==> src/rtl/ladybird_uart_rx.sv <==
// ladybird_uart_rx: UART receive front end for the host-link path.
// Samples the raw serial pin through a two-flop synchroniser, recovers
// 8-bit frames (LSB first, mid-bit sampling), queues them in a small
// FIFO and hands them downstream over a valid/ready stream.
// Build option: define LADYBIRD_UART_PARITY_EN for 8E1 framing with a
// sticky parity_err flag; without it the frame is 8N1 and parity_err is 0.
module ladybird_uart_rx #(
    parameter int CLK_FREQ   = 100_000_000,
    parameter int BAUD_RATE  = 115_200,
    parameter int FIFO_DEPTH = 4
) (
    input  logic       clk,
    input  logic       anrst,
    input  logic       uart_txd_in,
    output logic [7:0] rx_data,
    output logic       rx_valid,
    input  logic       rx_ready,
    output logic       frame_err,
    output logic       overrun,
    output logic       parity_err,
    input  logic       err_clear
);

    localparam int CLKS_PER_BIT = CLK_FREQ / BAUD_RATE;
    localparam int HALF_BIT     = CLKS_PER_BIT / 2;
    localparam int CNT_W        = $clog2(CLKS_PER_BIT);
    localparam int AW           = $clog2(FIFO_DEPTH);

    localparam logic [CNT_W-1:0] BIT_RELOAD  = CNT_W'(CLKS_PER_BIT - 1);
    localparam logic [CNT_W-1:0] HALF_RELOAD = CNT_W'(HALF_BIT - 1);
    localparam logic [CNT_W-1:0] CNT_ONE     = CNT_W'(1);

    localparam logic [2:0] S_IDLE   = 3'd0;
    localparam logic [2:0] S_START  = 3'd1;
    localparam logic [2:0] S_DATA   = 3'd2;
`ifdef LADYBIRD_UART_PARITY_EN
    localparam logic [2:0] S_PARITY = 3'd3;
`endif
    localparam logic [2:0] S_STOP   = 3'd4;
    localparam logic [2:0] S_BREAK  = 3'd5;

    logic             sync_p0;
    logic             rxd_s;
    logic [2:0]       state;
    logic [CNT_W-1:0] cnt;
    logic [2:0]       bit_idx;
    logic [7:0]       shreg;
    logic             tick;
    logic             sample_data;
    logic             push_req;
    logic             frame_set;

    logic [AW:0]      wr_ptr;
    logic [AW:0]      rd_ptr;
    logic [7:0]       mem [FIFO_DEPTH];
    logic             fifo_empty;
    logic             fifo_full;
    logic             pop;
    logic             push_ok;
    logic             ovr_set;

    // Two-flop synchroniser; resets to the idle-high line level.
    always_ff @(posedge clk or negedge anrst) begin
        if (!anrst) begin
            sync_p0 <= 1'b1;
            rxd_s   <= 1'b1;
        end else begin
            sync_p0 <= uart_txd_in;
            rxd_s   <= sync_p0;
        end
    end

    // Per-cycle frame events derived from the current state and bit tick.
    always_comb begin
        tick        = (cnt == '0);
        sample_data = (state == S_DATA) && tick;
        push_req    = (state == S_STOP) && tick && rxd_s;
        frame_set   = (state == S_STOP) && tick && !rxd_s;
    end

    // Frame FSM and bit-period counter; IDLE arms a half-bit delay so every
    // later tick lands mid-bit.
    always_ff @(posedge clk or negedge anrst) begin
        if (!anrst) begin
            state   <= S_IDLE;
            cnt     <= '0;
            bit_idx <= '0;
        end else begin
            cnt <= tick ? BIT_RELOAD : cnt - CNT_ONE;
            case (state)
                S_IDLE: begin
                    if (!rxd_s) begin
                        state <= S_START;
                        cnt   <= HALF_RELOAD;
                    end
                end
                S_START: begin
                    if (tick) begin
                        if (rxd_s) begin
                            state <= S_IDLE;
                        end else begin
                            state   <= S_DATA;
                            bit_idx <= '0;
                        end
                    end
                end
                S_DATA: begin
                    if (tick) begin
                        bit_idx <= bit_idx + 3'd1;
                        if (bit_idx == 3'd7) begin
`ifdef LADYBIRD_UART_PARITY_EN
                            state <= S_PARITY;
`else
                            state <= S_STOP;
`endif
                        end
                    end
                end
`ifdef LADYBIRD_UART_PARITY_EN
                S_PARITY: begin
                    if (tick) state <= S_STOP;
                end
`endif
                S_STOP: begin
                    if (tick) state <= rxd_s ? S_IDLE : S_BREAK;
                end
                S_BREAK: begin
                    // Held-low line must return high before a new start is armed.
                    if (rxd_s) state <= S_IDLE;
                end
                default: state <= S_IDLE;
            endcase
        end
    end

    // Data shift register, LSB arrives first so shift in from the top.
    always_ff @(posedge clk) begin
        if (sample_data) shreg <= {rxd_s, shreg[7:1]};
    end

    // FIFO status and handshake; a pop in the same cycle frees a slot for a push.
    always_comb begin
        fifo_empty = (wr_ptr == rd_ptr);
        fifo_full  = (wr_ptr[AW] != rd_ptr[AW]) &&
                     (wr_ptr[AW-1:0] == rd_ptr[AW-1:0]);
        rx_valid   = !fifo_empty;
        rx_data    = fifo_empty ? 8'h00 : mem[rd_ptr[AW-1:0]];
        pop        = rx_valid && rx_ready;
        push_ok    = push_req && (!fifo_full || pop);
        ovr_set    = push_req && fifo_full && !pop;
    end

    // FIFO pointers; the extra MSB separates full from empty.
    always_ff @(posedge clk or negedge anrst) begin
        if (!anrst) begin
            wr_ptr <= '0;
            rd_ptr <= '0;
        end else begin
            if (push_ok) wr_ptr <= wr_ptr + 1'b1;
            if (pop)     rd_ptr <= rd_ptr + 1'b1;
        end
    end

    // FIFO storage; contents are qualified by the pointers so need no reset.
    always_ff @(posedge clk) begin
        if (push_ok) mem[wr_ptr[AW-1:0]] <= shreg;
    end

    // Sticky error flags; a new error in the clearing cycle wins.
    always_ff @(posedge clk or negedge anrst) begin
        if (!anrst) begin
            frame_err <= 1'b0;
            overrun   <= 1'b0;
        end else begin
            if (frame_set)      frame_err <= 1'b1;
            else if (err_clear) frame_err <= 1'b0;
            if (ovr_set)        overrun   <= 1'b1;
            else if (err_clear) overrun   <= 1'b0;
        end
    end

`ifdef LADYBIRD_UART_PARITY_EN
    logic par_set;

    // Even parity: the parity bit must equal the XOR of the data bits.
    always_comb begin
        par_set = (state == S_PARITY) && tick && (rxd_s != ^shreg);
    end

    // Sticky parity flag.
    always_ff @(posedge clk or negedge anrst) begin
        if (!anrst)         parity_err <= 1'b0;
        else if (par_set)   parity_err <= 1'b1;
        else if (err_clear) parity_err <= 1'b0;
    end
`else
    assign parity_err = 1'b0;
`endif

endmodule

==> config.mk <==
export PLATFORM = sky130hd
export DESIGN_NAME = ladybird_uart_rx
export DESIGN_NICKNAME = d
export VERILOG_FILES = /design/src/rtl/ladybird_uart_rx.sv
export SDC_FILE = /design/constraint.sdc
export NUM_CORES = 1
export LEC_CHECK = 0
export BUFFER_PORTS_ARGS = -buffer_cell sky130_fd_sc_hd__buf_2
export CORE_ASPECT_RATIO = 1.5
export CORE_UTILIZATION = 45
export DETAILED_ROUTE_END_ITERATION = 7
export PLACE_DENSITY_LB_ADDON = 0.1
export SETUP_SLACK_MARGIN = 0.3
export SLEW_MARGIN = 20
export SYNTH_ARGS = -nofsm -noshare
export SYNTH_HDL_FRONTEND = slang
export SYNTH_SLANG_ARGS = --single-unit
==> constraint.sdc <==
create_clock -name clk -period 5.4 [get_ports clk]
set_input_delay 0 -clock clk [delete_from_list [all_inputs] [get_ports clk]]
set_output_delay 0 -clock clk [all_outputs]
set_load 0.01 [all_outputs]
==> results.tsv <==
metric	value	unit
final setup margin	2560	ps
VDD IR max	0.160	mV
CP cell instances	inv_1, ha_1, or4b_1, or3_1, nor2_1	
Pre-Repair DR Iteration Count	4	
Rows	34	
Fmax	352	MHz
final hold vios	0	
GRT Total Usage	17.1	%
GPL Wtd Cong	0.826	
Lkg Pwr	1.21	nW
HPWL Detailed	3470	µm
GR Overflow Total	0	
Synth cell types	44	
layout net count	216	
Max-slew headroom	29.1	%
initial antenna violation count	0	
Place WS	2520	ps
worst min-delay path category	primary input to async pin	
root buf cell	clkbuf_8	
area leader, netlist	edfxtp_1	
Worst-Skew Late Latency	330	ps
port bufs	15	
crit path launch type	flop	
grt met3 use	3.86	%
Crit. End Element	flop	
total CTS buffers	9	
GR Util met1	19.7	%
CTS tree	yes	
Initial Utilization	47.4	%
Synth top area share	43.2	%
worst-path fanout max	11	
Tcrit/Tclk final	52.6	%
Slew Limit Fails	0	
Max stage delay on crit path	710	ps
Die H	98.3	µm
Slew @ Worst Pin	1050	ps
vias in the first global route	1584	
first-pass GRT wire length	8050	µm
Setup TNS	0	ps
full die area	6500	µm²
Setup Viol. Count Final	0	
Most Crowded Layer GR	met2	
crit path max-delay cell type	nor2_1	
global routing met2 resource utilization	29.4	%
wire length per cell	17.1	µm
core area	5870	µm²
RSZ-0062 raised after global routing	no	
die width	66.2	µm
post-synthesis cell area	2780	µm²
Routed WL	4770	µm
outcome	finished, final reports clean	
Via Count	1515	
post-route ant nets	0	
Layout area overhead	13.2	%
most frequent cells in the layout	40 x edfxtp_1, 24 x dfrtp_1, 15 x buf_2	
Reg clk slew, reported paths	70	ps
net count after synthesis	196	
commonest non-fill, non-tap cell in the layout	edfxtp_1	
CTS Buffer Depth	2	
top cells by area, synth	edfxtp_1 43%, dfrtp_1 22%, mux4_2 6.5%, ha_1 3.6%, xnor2_1 3.2%	
#FFs+latches synth	66	
FF-to-FF Start	cnt[0]$_DFF_PN0_	
worst endpoint data arrival time	2800	ps
origin of the worst setup path	cnt[0]$_DFF_PN0_	
Mapped Cells	183	
drc violations	0	
register area share after synthesis	66.7	%
yosys warns	0	
Post-CTS Setup Inserts	0	
CP required	5360	ps
buffers and inverters on the worst path	1	
Diodes inserted	0	
total clock sinks	66	
PD cells	387	nW/µm²
critical path class	flop to flop	
CTS resizes	0	
largest net degree at the start of global routing	27	
share of layout cells above drive strength 1	21.7	%
Worst Clk Skew	5.23	ps
Post-Syn Area per Cell	15.2	µm²
Max Cap Viol	0	
DRT iter0 DRCs	49	
Via density	5.43	
delay-heaviest family, CP	simple AND/OR/NAND/NOR gates	
CTS H-Tree Depth	3	
I/O pins	17	
Tmin final	2840	ps
==> synth_stat cells, drive strengths merged <==
| library cell | n |
|---|---|
| o31ai | 2 |
| a21oi | 6 |
| a2111o | 1 |
| dfstp | 2 |
| clkbuf | 6 |
| nand2b | 2 |
| nor2b | 1 |
| and2 | 11 |
| nand3b | 1 |
| o221a | 1 |
| a21o | 1 |
| xnor2 | 10 |
| a22o | 3 |
| o41ai | 1 |
| and3 | 2 |
| conb | 1 |
| nand4 | 1 |
| or3b | 1 |
| or4 | 2 |
| dfrtp | 24 |
| nand2 | 5 |
| a32o | 1 |
| nor3 | 3 |
| or4b | 1 |
| buf | 4 |
| xor2 | 1 |
| edfxtp | 40 |
| nor2 | 7 |
| o2bb2ai | 1 |
| mux2 | 3 |
| nand3 | 3 |
| mux2i | 1 |
| nand4b | 1 |
| mux4 | 8 |
| or3 | 3 |
| o21ai | 4 |
| inv | 6 |
| nor4 | 3 |
| ha | 8 |
| a211oi | 1 |
==> power breakdown <==
group	internal [mW]	switching, mW
Clock	0.254	0.175
Sequential	0.544	0.0420
Combinational	0.123	0.0791
==> layer usage <==
layer / vias up / share of wire [%]
met5: - / 0
met4: 0 / 1.6
met3: 7 / 3.1
met2: 31 / 55
met1: 757 / 40
li1: 720 / -
==> path summary, 6_finish.rpt <==
check | end | slack [ps] | depth (start not counted)
setup / recovery | shreg[1]$_DFFE_PP_ | 2560 | 5
hold / removal | cnt[9]$_DFF_PN0_ | 200 | 2
setup reg to reg | shreg[1]$_DFFE_PP_ | 2560 | 5
hold reg to reg | rxd_s$_DFF_PN1_ | 360 | 0
max in group asynchronous | state[1]$_DFFE_PN0P_ | 4820 | 2
min in group clk | sync_p0$_DFF_PN1_ | 310 | 2
==> through the flow <==
| step | area (µm²) | cells | hold WS (ps) | total power, mW | utilization (%) |
|---|---|---|---|---|---|
| 2_1_floorplan | 2780 | 183 | -296 | 0.738 | - |
| 4_1_cts | 3150 | 279 | 214 | 1.23 | 53.6 |
| 6_report | 3150 | 279 | 199 | 1.22 | 53.6 |
| 3_3_place_gp | 2900 | 260 | 19.1 | 0.797 | 49.4 |
| 3_5_place_dp | 2900 | 260 | 31.2 | 0.801 | 49.4 |
| 5_1_grt | 3150 | 279 | 257 | 1.27 | 53.6 |
==> worst register-to-register path, stage by stage (launching register included) <==
cell     delay [ps]
dfrtp_1         410
inv_1            70
ha_1            190
or4b_1          560
or3_1           530
nor2_1          710
==> flip-flops by register name (all words and copies together) (netlist names) <==
signal / flops
overrun: 1
frame_err: 1
state: 3
shreg: 8
sync_p0: 1
bit_idx: 3
wr_ptr: 3
rxd_s: 1
cnt: 10
mem: 32
rd_ptr: 3
==> cells by family (layout without fill, tap and decap cells) <==
kind of cell             after synthesis  after routing  share of synthesized area, %
flip-flops                            66             66                          66.7
multiplexers                          12             12                          8.06
buffers and inverters                 16             40                          2.39
adder cells (fa/ha/maj)                8              8                          3.60
XOR/XNOR                              11             11                          3.47
AND/OR/NAND/NOR                       47             47                          10.0
other                                  1              1                         0.135
AO/OA/AOI/OAI                         22             22                          5.63
==> what timing repair did <==
item | in CTS | in global routing
hold endpoints to repair | 29 | 0
setup endpoints to repair | 0 | 0
hold buffers | 4 | 0
==> area by class of cell <==
cell class                      instances  area (µm²)
Clock buffer                            9         124
Inverter                                6        22.5
Tap cell                               72        90.1
Fill cell                             487        2720
Clock inverter                          6        82.6
Sequential cell                        66        1850
Timing Repair Buffer                   19         115
Multi-Input combinational cell        101         860
Power figures use the tool's default switching activity.
